[src/rtl/icon_tx_queue_if.sv]
// Shared channel types and the ALU-to-interconnect handshake bundle
// seen by the per-unit transmit queue.
package icon_pkg;
  localparam int LOG2_NUM_EXEC_UNITS = 2;

  typedef struct packed {
    logic [LOG2_NUM_EXEC_UNITS-1:0] euidx;
    logic [5:0]                     reg_idx;
  } type_exec_unit_addr;

  typedef logic [31:0] type_exec_unit_data;

  typedef struct packed {
    type_exec_unit_data opd_data;
    type_exec_unit_addr opd_addr;
    logic               opd_valid;
  } type_alu_channel_tx;

  typedef struct packed {
    type_exec_unit_addr addr;
    type_exec_unit_data data;
    logic               valid;
  } type_icon_tx_channel;

  typedef struct packed {
    logic success;
  } type_icon_rx_channel;
endpackage

interface icon_tx_queue_if #(
  parameter int LOG2_DEPTH = 2
);
  import icon_pkg::*;

  logic                i_flush;
  type_alu_channel_tx  i_alu_tx;
  logic                o_alu_ready;
  type_icon_tx_channel o_icon_tx;
  type_icon_rx_channel i_icon_rx;
  logic [LOG2_DEPTH:0] o_count;

  // slave is the queue itself; master is the ALU/interconnect side
  modport slave (
    input  i_flush, i_alu_tx, i_icon_rx,
    output o_alu_ready, o_icon_tx, o_count
  );
  modport master (
    output i_flush, i_alu_tx, i_icon_rx,
    input  o_alu_ready, o_icon_tx, o_count
  );
endinterface

[src/rtl/icon_tx_queue.sv]
// Circular FIFO holding ALU results bound for foreign execution units until
// the interconnect accepts the head entry; results for the owning unit are dropped.
module icon_tx_queue
  import icon_pkg::*;
#(
  parameter int                             LOG2_DEPTH = 2,
  parameter logic [LOG2_NUM_EXEC_UNITS-1:0] EU_IDX     = LOG2_NUM_EXEC_UNITS'(0)
) (
  input  logic          clk,
  input  logic          reset,
  icon_tx_queue_if.slave q
);

  localparam int DEPTH = 32'd1 << LOG2_DEPTH;
  localparam logic [LOG2_DEPTH:0]   DEPTH_C = (LOG2_DEPTH+1)'(DEPTH);
  localparam logic [LOG2_DEPTH:0]   CNT_ONE = (LOG2_DEPTH+1)'(1);
  localparam logic [LOG2_DEPTH-1:0] PTR_ONE = (LOG2_DEPTH)'(1);

  typedef struct packed {
    type_exec_unit_addr addr;
    type_exec_unit_data data;
  } entry_t;

  entry_t                mem_r [DEPTH];
  logic [LOG2_DEPTH-1:0] wr_ptr_r;
  logic [LOG2_DEPTH-1:0] rd_ptr_r;
  logic [LOG2_DEPTH:0]   count_r;
  logic [LOG2_DEPTH:0]   count_nxt_s;
  logic                  full_s;
  logic                  empty_s;
  logic                  local_s;
  logic                  pop_s;
  logic                  push_s;

  assign full_s  = (count_r == DEPTH_C);
  assign empty_s = (count_r == {(LOG2_DEPTH+1){1'b0}});
  assign local_s = (q.i_alu_tx.opd_addr.euidx == EU_IDX);
  assign pop_s   = !empty_s && q.i_icon_rx.success;
  // A full queue still accepts when the head leaves in the same cycle
  assign q.o_alu_ready = !full_s || pop_s;
  assign push_s  = q.i_alu_tx.opd_valid && !local_s && q.o_alu_ready;
  assign q.o_count = count_r;

  // Occupancy next-state from the push/pop pair
  always_comb begin
    count_nxt_s = count_r;
    case ({push_s, pop_s})
      2'b10:   count_nxt_s = count_r + CNT_ONE;
      2'b01:   count_nxt_s = count_r - CNT_ONE;
      default: count_nxt_s = count_r;
    endcase
  end

  // Head presentation, forced to zero while the queue is empty
  always_comb begin
    q.o_icon_tx = '0;
    if (!empty_s) begin
      q.o_icon_tx.addr  = mem_r[rd_ptr_r].addr;
      q.o_icon_tx.data  = mem_r[rd_ptr_r].data;
      q.o_icon_tx.valid = 1'b1;
    end else begin
      q.o_icon_tx = '0;
    end
  end

  // Pointer and occupancy state; flush wins over any simultaneous push/pop
  always_ff @(posedge clk or posedge reset) begin
    if (reset) begin
      wr_ptr_r <= {LOG2_DEPTH{1'b0}};
      rd_ptr_r <= {LOG2_DEPTH{1'b0}};
      count_r  <= {(LOG2_DEPTH+1){1'b0}};
    end else if (q.i_flush) begin
      wr_ptr_r <= {LOG2_DEPTH{1'b0}};
      rd_ptr_r <= {LOG2_DEPTH{1'b0}};
      count_r  <= {(LOG2_DEPTH+1){1'b0}};
    end else begin
      if (push_s) begin
        wr_ptr_r <= wr_ptr_r + PTR_ONE;
      end
      if (pop_s) begin
        rd_ptr_r <= rd_ptr_r + PTR_ONE;
      end
      count_r <= count_nxt_s;
    end
  end

  // Entry storage; contents are don't-care outside the live window
  always_ff @(posedge clk) begin
    if (push_s) begin
      mem_r[wr_ptr_r] <= '{addr: q.i_alu_tx.opd_addr, data: q.i_alu_tx.opd_data};
    end
  end

endmodule

[src/flat_wrapper.sv]
// flat-port wrapper written by rule: the top's interface ports become plain ports
module icon_tx_queue_flat import icon_pkg::*;
#(
  parameter int                             LOG2_DEPTH = 2,
  parameter logic [LOG2_NUM_EXEC_UNITS-1:0] EU_IDX     = LOG2_NUM_EXEC_UNITS'(0)
)
  (clk, reset, q_i_flush, q_i_alu_tx, q_i_icon_rx, q_o_alu_ready, q_o_icon_tx, q_o_count);
  icon_tx_queue_if #(.LOG2_DEPTH(LOG2_DEPTH)) q_i ();
  input  logic clk;
  input  logic reset;
  input wire logic [$bits(q_i.i_flush)-1:0] q_i_flush;
  input wire logic [$bits(q_i.i_alu_tx)-1:0] q_i_alu_tx;
  input wire logic [$bits(q_i.i_icon_rx)-1:0] q_i_icon_rx;
  output wire logic [$bits(q_i.o_alu_ready)-1:0] q_o_alu_ready;
  output wire logic [$bits(q_i.o_icon_tx)-1:0] q_o_icon_tx;
  output wire logic [$bits(q_i.o_count)-1:0] q_o_count;
  assign q_i.i_flush = q_i_flush;
  assign q_i.i_alu_tx = q_i_alu_tx;
  assign q_i.i_icon_rx = q_i_icon_rx;
  assign q_o_alu_ready = q_i.o_alu_ready;
  assign q_o_icon_tx = q_i.o_icon_tx;
  assign q_o_count = q_i.o_count;
  icon_tx_queue #(.LOG2_DEPTH(LOG2_DEPTH), .EU_IDX(EU_IDX)) u_core (.clk(clk), .reset(reset), .q(q_i));
endmodule
[config.mk]
export PLATFORM = sky130hd
export DESIGN_NAME = icon_tx_queue_flat
export DESIGN_NICKNAME = d
export VERILOG_FILES = /design/src/rtl/icon_tx_queue_if.sv /design/src/rtl/icon_tx_queue.sv /design/src/flat_wrapper.sv
export SDC_FILE = /design/constraint.sdc
export NUM_CORES = 1
export LEC_CHECK = 0
export ABC_AREA = 1
export BUFFER_PORTS_ARGS = -buffer_cell sky130_fd_sc_hd__buf_2
export CAP_MARGIN = 10
export CORE_UTILIZATION = 45
export DETAILED_ROUTE_END_ITERATION = 10
export MAX_ROUTING_LAYER = met4
export PLACE_DENSITY = 0.73
export SYNTH_ARGS = -nofsm -noshare
export SYNTH_HDL_FRONTEND = slang
export SYNTH_SLANG_ARGS = --single-unit
[constraint.sdc]
create_clock -name clk -period 6.6 [get_ports clk]
set_clock_uncertainty 0.05 [all_clocks]
set_input_delay 0.99 -clock clk [delete_from_list [all_inputs] [get_ports clk]]
set_output_delay 0.99 -clock clk [all_outputs]
set_load 0.01 [all_outputs]
==> qor.csv <==
metric;value;unit
cp_top_family;flip-flops;
ir_drop;0.174;mV
avgSynthCellArea;12.5;µm²
crit_slowest_cell;dfrtp_2;
syn_to_final_growth;17.8;%
grt_pass1_wl;21.8;mm
syn-cell-area;0.00672;mm²
slowest_delay;0.96;ns
io_buffer_count;89;
postCtsHoldBufs;0;
fmax;258;MHz
clockRootBuffer;clkbuf_16;
maxCapViolCount;0;
synth_top_family_by_area;simple AND/OR/NAND/NOR gates;
dp_hpwl;7.43;mm
seq_power_share;42.3;%
fin_tns_setup;0;ns
ios;90;
crit_required;5.56;ns
synthAdderAreaFrac;1.04;%
drt_iter0_drc;393;
cts-buffers-inserted;17;
p_int;2130;µW
final_common_cell;nor2_1;
wl_per_cell;16.7;µm
post_cts_buffers;0;
synthTopCellsByArea;edfxtp_1 (71%), nor2_1 (9.3%), o21ai_0 (5.4%), a21oi_1 (3.2%), dfrtp_1 (2.6%);
synth-xor-area-share;0.130;%
slew_headroom;38.8;%
gr-usage-all-layers;19.0;%
path_clk_slew;0.06;ns
totalWireLength;13.7;mm
die_h;124;µm
final_nets;672;
core;0.0145;mm²
insertion_delay;0.41;ns
fin_crit_sh;58.7;%
synth.distinct_cells;24;
cp-start-kind;register;
cts_tree;built;
hp-class;in2async;
die_area;0.0154;mm²
cp_cell_sequence;inv_2 -> nor2_1 -> o21ai_0 -> a21oi_1 -> buf_2;
antenna_found_initial;1;
netlist.top_cell.by_area;edfxtp_1;
power_frac_comb;24.4;%
rows;44;
powerDensity;386;mW/mm²
synth.area.mux_share;0;%
synth_seq_area_share;74.1;%
end_kind;output pin;
drv_slew;0;
cts_max_level;4;
stdcell_count;820;
clock_sinks;167;
cp_num_buf_inv;2;
grt_pass1_vias;4289;
drc;0;
cellLeakagePower;0.00292;µW
period_needed;3.87;ns
cts_resized;0;
num_vias;4281;
die_w;124;µm
grt_max_degree;82;
viasPerCell;5.22;
gp_congestion;0.731;
ant_nets;0;
synthCells;538;
outcome;finished, final reports clean;
worst_pin_slew;0.918;ns
ys_seq_elements;167;
arrival;2.83;ns
drt_pre_antenna_iters;5;
grt_overflow;0;
synth_compound_area_share;9.53;%
power_switching;926;µW
cp_max_fo;42;
rsz0062_at_grt;no;
placedCellCount;786;
critPathKind;reg2out;
synth_top_area_share;71.5;%
p_sw_share;30.3;%
finalSetupViolations;0;
p_clk_share;33.3;%
ys_warn_count;0;
drive_gt1_share;22.0;%
clockBufferDepth;2;
start_util;46.3;%
syn-num-nets;588;
fill_cells;1212;
synthSimpleGateAreaFrac;11.4;%
most-common-layout-cells;nor2_1 (163), edfxtp_1 (160), buf_2 (89), o21ai_0 (73), a21oi_1 (43);
finalHoldViolations;0;
==> flip-flops by register name, summed over array words and instances, names as in the netlist <==
register / count
u_core.wr_ptr_r: 2
u_core.rd_ptr_r: 2
u_core.q.o_count: 3
u_core.mem_r: 160
==> final cells by class <==
class / instances / area [µm²] / area share [%]
Antenna cell: 1 / 2.50 / 0.0316
Clock inverter: 11 / 174 / 2.20
Sequential cell: 167 / 4980 / 62.9
Multi-Input combinational cell: 324 / 1520 / 19.2
Tap cell: 184 / 230 / 2.91
Clock buffer: 21 / 440 / 5.56
Timing Repair Buffer: 95 / 510 / 6.44
Inverter: 17 / 63.8 / 0.805
==> cell usage after synthesis (all sizes together) <==
cell,n
buf,20
fa,1
nand4,2
ha,4
a21oi,43
edfxtp,160
nand2,11
clkinv,1
inv,16
nand3,9
dfrtp,7
o21ai,85
nor2,168
clkbuf,10
xnor2,1
==> power by group through the flow <==
| stage | clock network (µW) | logic, µW | registers, µW |
|---|---|---|---|
| 6_report | 1020 | 748 | 1290 |
| 5_1_grt | 1080 | 832 | 1300 |
| 4_1_cts | 1030 | 750 | 1290 |
| 3_5_place_dp | 0 | 747 | 1320 |
| 3_3_place_gp | 0 | 732 | 1310 |
| 2_1_floorplan | 0 | 496 | 1300 |
==> kinds of logic (layout without fill, tap and decap cells) <==
kind of cell             count (synthesis)  count (layout)
flip-flops                             167             167
adder cells (fa/ha/maj)                  5               5
buffers and inverters                   47             144
AO/OA/AOI/OAI                          128             128
XOR/XNOR                                 1               1
AND/OR/NAND/NOR                        190             190
other                                    0               1
==> final timing paths <==
path                                     from                   to  slack [ns]  depth (start not counted)
max in group asynchronous               reset   u_core.rd_ptr_r[0]        5.81                          2
min                                     reset  u_core.q.o_count[0]        0.45                          2
min reg2reg                u_core.wr_ptr_r[1]   u_core.wr_ptr_r[1]        0.58                          2
max                        u_core.rd_ptr_r[1]      q_o_icon_tx[23]        2.73                          5
min in group clk           u_core.wr_ptr_r[1]   u_core.wr_ptr_r[1]        0.58                          2
max reg2reg                u_core.rd_ptr_r[1]   u_core.rd_ptr_r[1]        4.41                          3
==> through the flow <==
| stage | hold slack [ns] | setup WS [ns] | utilization (%) | power, µW | cell area, µm² |
|---|---|---|---|---|---|
| global route | 0.465 | 2.57 | 54.5 | 3210 | 7920 |
| finish | 0.453 | 2.73 | 54.5 | 3060 | 7920 |
| global placement | 0.535 | 3.21 | 50.1 | 2040 | 7280 |
| detailed placement | 0.572 | 3.19 | 50.1 | 2060 | 7280 |
| CTS | 0.446 | 2.64 | 54.3 | 3080 | 7890 |
| floorplan | 0.512 | 3.13 | - | 1800 | 6720 |
==> per-layer routing <==
layer / up-vias / part of all wire [%] / track usage, %
met2: 122 / 52 / 31.7
met3: 15 / 4.6 / 4.14
li1: 2057 / - / -
met4: 0 / 1.1 / 7.65
met1: 2087 / 42 / 22.3
met5: - / 0 / -
Power figures use the tool's default switching activity.
